File: src/rtl/fwd_sel_unit_pkg.sv
// Shared operand-select encodings for the forwarding unit and the EX operand MUXes.
package fwd_sel_unit_pkg;

  typedef logic [1:0] sel_t;

  localparam sel_t SEL_RF    = 2'b00;
  localparam sel_t SEL_EXMEM = 2'b01;
  localparam sel_t SEL_MEMWB = 2'b10;

  // The younger producer (EX/MEM) always wins over the older one (MEM/WB).
  function automatic sel_t sel_pick(input logic ex_hit, input logic mem_hit);
    if (ex_hit)       return SEL_EXMEM;
    else if (mem_hit) return SEL_MEMWB;
    else              return SEL_RF;
  endfunction

endpackage

File: src/rtl/fwd_sel_unit_match.sv
// Compares one source specifier against the EX and MEM shadow entries.
module fwd_match
  import fwd_sel_unit_pkg::*;
#(
  parameter int REG_ADDR_W = 5
) (
  input  logic                  uses_i,
  input  logic [REG_ADDR_W-1:0] spec_i,
  input  logic                  ex_valid_i,
  input  logic                  ex_reg_write_i,
  input  logic                  ex_mem_read_i,
  input  logic [REG_ADDR_W-1:0] ex_dest_i,
  input  logic                  mem_valid_i,
  input  logic                  mem_reg_write_i,
  input  logic [REG_ADDR_W-1:0] mem_dest_i,
  output sel_t                  sel_o,
  output logic                  load_hit_o
);

  logic live, ex_hit, mem_hit;

  // r0 is hardwired zero, so it is never a forwarding source.
  assign live       = uses_i & (|spec_i);
  assign ex_hit     = live & ex_valid_i  & ex_reg_write_i  & (ex_dest_i  == spec_i);
  assign mem_hit    = live & mem_valid_i & mem_reg_write_i & (mem_dest_i == spec_i);
  assign sel_o      = sel_pick(ex_hit, mem_hit);
  assign load_hit_o = ex_hit & ex_mem_read_i;

endmodule

File: src/rtl/fwd_sel_unit.sv
// Forwarding select and load-use stall generator; tracks dests of the EX and MEM stages.
module fwd_sel_unit
  import fwd_sel_unit_pkg::*;
#(
  parameter int REG_ADDR_W = 5,
  parameter int CNT_W      = 16
) (
  input  logic                  clk_i,
  input  logic                  rst_i,
  input  logic                  id_valid_i,
  input  logic [REG_ADDR_W-1:0] id_rs_i,
  input  logic [REG_ADDR_W-1:0] id_rt_i,
  input  logic                  id_uses_rs_i,
  input  logic                  id_uses_rt_i,
  input  logic [REG_ADDR_W-1:0] id_dest_i,
  input  logic                  id_reg_write_i,
  input  logic                  id_mem_read_i,
  input  logic                  flush_i,
  output sel_t                  ex_sel_a_o,
  output sel_t                  ex_sel_b_o,
  output logic                  stall_o,
  output logic [CNT_W-1:0]      stall_cnt_o
);

  typedef struct packed {
    logic                  valid;
    logic [REG_ADDR_W-1:0] dest;
    logic                  reg_write;
    logic                  mem_read;
  } ex_ent_t;

  // Load-ness is irrelevant once the producer reaches MEM: its data is on the WB path.
  typedef struct packed {
    logic                  valid;
    logic [REG_ADDR_W-1:0] dest;
    logic                  reg_write;
  } mem_ent_t;

  ex_ent_t          ex_q, ex_d;
  mem_ent_t         mem_q;
  sel_t             sel_a_q, sel_a_d, sel_b_q, sel_b_d;
  sel_t             match_a, match_b;
  logic             hit_a, hit_b, bubble, stall_q;
  logic [CNT_W-1:0] stall_cnt_q, stall_cnt_d;

  fwd_match #(.REG_ADDR_W(REG_ADDR_W)) u_match_a (
    .uses_i(id_uses_rs_i), .spec_i(id_rs_i),
    .ex_valid_i(ex_q.valid), .ex_reg_write_i(ex_q.reg_write),
    .ex_mem_read_i(ex_q.mem_read), .ex_dest_i(ex_q.dest),
    .mem_valid_i(mem_q.valid), .mem_reg_write_i(mem_q.reg_write),
    .mem_dest_i(mem_q.dest), .sel_o(match_a), .load_hit_o(hit_a)
  );

  fwd_match #(.REG_ADDR_W(REG_ADDR_W)) u_match_b (
    .uses_i(id_uses_rt_i), .spec_i(id_rt_i),
    .ex_valid_i(ex_q.valid), .ex_reg_write_i(ex_q.reg_write),
    .ex_mem_read_i(ex_q.mem_read), .ex_dest_i(ex_q.dest),
    .mem_valid_i(mem_q.valid), .mem_reg_write_i(mem_q.reg_write),
    .mem_dest_i(mem_q.dest), .sel_o(match_b), .load_hit_o(hit_b)
  );

  always_comb begin
    stall_o     = id_valid_i & ~flush_i & (hit_a | hit_b);
    bubble      = stall_o | flush_i | ~id_valid_i;
    ex_d        = '0;
    sel_a_d     = SEL_RF;
    sel_b_d     = SEL_RF;
    stall_cnt_d = stall_cnt_q;
    if (!bubble) begin
      ex_d    = '{valid: 1'b1, dest: id_dest_i, reg_write: id_reg_write_i,
                  mem_read: id_mem_read_i};
      sel_a_d = match_a;
      sel_b_d = match_b;
    end
    if (stall_o && stall_cnt_q != '1)
      stall_cnt_d = stall_cnt_q + {{(CNT_W-1){1'b0}}, 1'b1};
  end

  always_ff @(posedge clk_i) begin
    if (rst_i) begin
      ex_q        <= '0;
      mem_q       <= '0;
      sel_a_q     <= SEL_RF;
      sel_b_q     <= SEL_RF;
      stall_cnt_q <= '0;
      stall_q     <= 1'b0;
    end else begin
      ex_q        <= ex_d;
      mem_q       <= '{valid: ex_q.valid, dest: ex_q.dest, reg_write: ex_q.reg_write};
      sel_a_q     <= sel_a_d;
      sel_b_q     <= sel_b_d;
      stall_cnt_q <= stall_cnt_d;
      stall_q     <= stall_o;
    end
  end

  // The bubble behind a stall can never be a load, so stalls cannot chain.
  a_no_back_to_back_stall: assert property (@(posedge clk_i) disable iff (rst_i)
    !(stall_q && stall_o));

  assign ex_sel_a_o  = sel_a_q;
  assign ex_sel_b_o  = sel_b_q;
  assign stall_cnt_o = stall_cnt_q;

endmodule

File: config.mk
export PLATFORM = sky130hd
export DESIGN_NAME = fwd_sel_unit
export DESIGN_NICKNAME = d
export VERILOG_FILES = /design/src/rtl/fwd_sel_unit_pkg.sv /design/src/rtl/fwd_sel_unit_match.sv /design/src/rtl/fwd_sel_unit.sv
export SDC_FILE = /design/constraint.sdc
export NUM_CORES = 1
export LEC_CHECK = 0
export BUFFER_PORTS_ARGS = -buffer_cell sky130_fd_sc_hd__clkbuf_2
export CORE_AREA = 8 8 52 86
export DETAILED_ROUTE_END_ITERATION = 10
export DIE_AREA = 0 0 60 94
export HOLD_SLACK_MARGIN = 0.15
export PLACE_DENSITY = 0.8
export SYNTH_ARGS = -nofsm -noshare
export SYNTH_HDL_FRONTEND = slang
export SYNTH_HIERARCHICAL = 1
export SYNTH_SLANG_ARGS = --single-unit
File: constraint.sdc
create_clock -name clk_i -period 4.2 [get_ports clk_i]
set_input_delay 0.84 -clock clk_i [delete_from_list [all_inputs] [get_ports clk_i]]
set_output_delay 0.84 -clock clk_i [all_outputs]
set_load 0.02 [all_outputs]
==> impl_metrics.csv <==
group,metric,value,unit
logic_synthesis,syn-num-nets,216,
finish,multi_input_area,1000,um^2
route,drcViolationCount,0,
sta,fin_setup_tns,0,ns
floorplanning,die_h,94,um
clock_network,cts_tree,"built",
setup_path,criticalPathCategory,"input port to primary output",
setup_path,worst_setup_path_end_kind,"primary output",
global_routing,met3_usage,0.0412,
logic_synthesis,ys_ff_latch,35,
logic_synthesis,synth_adder_area_share,0.00707,
setup_path,cp.buffers_inverters,3,
sta,period_share,0.839,
logic_synthesis,synth_top_area_frac,0.396,
global_routing,grt_use_met1,0.155,
floorplanning,die_width,60,um
route,drt_iter0_markers,48,
logic_synthesis,yosys_most_used_dff,"dfxtp_1",
global_routing,grt_antenna_before_repair,0,
floorplanning,boundaryPins,44,
logic_synthesis,avgSynthCellArea,9.21,um^2
clock_network,cts.clk_slew.worst_paths,0.06,ns
logic_synthesis,synth_top_family_by_area,"simple AND/OR/NAND/NOR gates",
floorplanning,coreArea,3330,um^2
logic_synthesis,synthXorXnorAreaFrac,0.0990,
sta,rsz0062_at_grt,"false",
setup_path,required,3.36,ns
power_and_ir_drop,p_leak,0.743,nW
global_routing,grt_pass1_vias,1600,
clock_network,postCtsHoldBufs,0,
logic_synthesis,async_flop_share,0,
clock_network,cts_buffer_depth,2,
power_and_ir_drop,powerDensity,297,nW/um^2
logic_synthesis,yosys.area_share.simple,0.339,
clock_network,insertion_delay,0.28,ns
floorplanning,core.rowCount,28,
setup_path,cp_slowest_cell,"or4_4",
global_routing,grt_pass1_wl,7.07,mm
setup_path,crit_top_cell,"clkbuf_2",
clock_network,root_buffer,"clkbuf_8",
logic_synthesis,netlist_area,1770,um^2
global_routing,grt_max_degree,27,
hold_path,hold_class,"flop to flop",
route,routed-via-count,1577,
logic_synthesis,yosys.area.top_type,"dfxtp_1",
route,final_antenna_net_count,0,
logic_synthesis,postSynthCellCount,192,
sta,finalSetupViolations,0,
finish,layout.nets,256,
flow_run,drv_cap,0,
finish,diodes,0,
global_routing,use_met2,0.306,
clock_network,clock_sinks,35,
sta,maxSlewHeadroom,0.554,
logic_synthesis,yosysUniqueCellTypes,42,
outcome,status,"completed",
setup_path,critical-path-top-delay-family,"simple AND/OR/NAND/NOR gates",
route,viasPerCell,5.69,
place,place_congestion,0.879,
setup_path,cpPeakStageDelay,0.55,ns
sta,hold_viol_final,0,
clock_network,numCtsBuffers,5,
finish,fill_cells,304,
sta,period_minus_slack,3.52,ns
global_routing,busiest_layer,"met2",
floorplanning,die-area,5640,um^2
power_and_ir_drop,ir_drop,0.000299,V
setup_path,cp_data_arrival_time,2.68,ns
place,port_buffers,43,
logic_synthesis,muxShareOfSynthArea,0.00636,
clock_network,htree_levels,2,
finish,ff_latch_area,701,um^2
clock_network,ctsResizeCount,0,
place,hpwlAfterDp,3.42,mm
route,drtPass1Iterations,4,
setup_path,worstPathCellList,"clkbuf_2 -> or4_4 -> nor2_4 -> nor3_2 -> and2_1 -> or2_2 -> nand2_1 -> inv_1 -> clkbuf_2",
logic_synthesis,seq_area_frac_synth,0.396,
logic_synthesis,synth_area_leaders,"dfxtp_1 (40%), xnor2_1 (9.9%), nand4_1 (5.0%)",
logic_synthesis,synth-compound-area-share,0.115,
sta,finClkSkew,0.00564,ns
setup_path,cp-start-kind,"input port",
sta,worst_pin_slew,0.663,ns
route,wl_per_cell,15.6,um
finish,syn_to_final_growth,18.0,%
finish,final_cell_count_no_fill,277,
logic_synthesis,synth_edf_count,0,
clock_network,cts_setup_buffers,0,
setup_path,critPathMaxFanout,13,
finish,drive_gt1_frac,0.297,
route,wl,4.34,mm
sta,maxSlewViolCount,0,
place,dp_cells,270,
logic_synthesis,yosys_warnings,6,
global_routing,grt_overflow_total,0,
sta,fmax,284,MHz
floorplanning,initial_utilization,0.532,
global_routing,gr-usage-all-layers,0.165,
## routing by layer
| layer | up-vias | share of wire |
|---|---|---|
| li1 | 789 | - |
| met3 | 15 | 0.058 |
| met5 | - | 0 |
| met4 | 0 | 0.037 |
| met2 | 50 | 0.56 |
| met1 | 723 | 0.35 |
## metrics by stage
stage | power [mW] | setup WS, ns | util | area (um^2) | hold slack, ns
6_report | 0.619 | 0.676 | 0.627 | 2090 | 0.488
5_1_grt | 0.650 | 0.576 | 0.627 | 2090 | 0.508
4_1_cts | 0.628 | 0.684 | 0.627 | 2090 | 0.492
3_5_place_dp | 0.386 | 0.695 | 0.601 | 2000 | 0.483
3_3_place_gp | 0.385 | 0.717 | 0.601 | 2000 | 0.476
2_1_floorplan | 0.367 | 0.870 | - | 1770 | 0.461
## cell usage after synthesis (2+ instances only)
cell      instances
nor3_2            2
inv_1             3
o21ai_0           3
nand2_1           6
xnor2_1          20
nand3_1           6
or4_1             6
clkbuf_1          7
buf_4             2
nor2_4            2
buf_2             3
nor4_2            2
o41ai_1           3
nor2_1            5
nand4_1          14
or4_4             2
dfxtp_1          35
and4_1            3
o31ai_1           6
nor4_1            3
nor3_1            3
and2_1           13
or3_1             3
a21oi_1          13
nand2b_1          2
nor2b_1           9
## cell usage in the layout (no fill, tap or decap), drive strengths merged, types with 6 or more instances in the layout
master,count
nand3,7
nand2,6
dfxtp,35
nand4,15
clkbuf,49
a21oi,13
xnor2,20
or4,9
o31ai,6
nor2b,9
nor2,7
and2,13
## flip-flops by register name, summed over array words and instances, names as in the netlist
register and flops:
mem_q 7, stall_cnt_o 16, ex_sel_a_o 2, ex_q 8, ex_sel_b_o 2
## power breakdown
part	total, mW	switching (mW)	leakage, nW	internal (mW)
Sequential	0.338	0.00294	0.283	0.335
Clock	0.241	0.113	0.0470	0.128
Combinational	0.0398	0.0196	0.413	0.0202
## logic make-up (layout without fill, tap and decap cells)
kind of cell | after synthesis | after routing
and+or+nand+nor | 89 | 89
DFF | 35 | 35
AOI/OAI and AO/OA | 31 | 31
xor gates and xnor gates | 20 | 20
buffers and inverters | 15 | 55
adders and majority gates | 1 | 1
muxes | 1 | 1
## layout make-up
class,instances,area share
inverters,3,0.00540
well taps,45,0.0270
flip-flops and latches,35,0.336
clock buffers,6,0.0396
multi-input cells,142,0.480
clock inverters,1,0.00240
repair buffers,45,0.110
## final timing paths
path              cells past startpoint  slack (ns)                      endpoint          startpoint
hold reg to reg                       1        0.49           mem_q[6]$_SDFF_PP0_  ex_q[7]$_SDFF_PP0_
hold / removal                        1        0.49           mem_q[6]$_SDFF_PP0_  ex_q[7]$_SDFF_PP0_
setup reg to reg                      8        1.64  stall_cnt_o[13]$_SDFFE_PP0P_  ex_q[2]$_SDFF_PP0_
setup / recovery                      9        0.68                       stall_o          id_rt_i[1]
(Power assumes the default switching activity.)
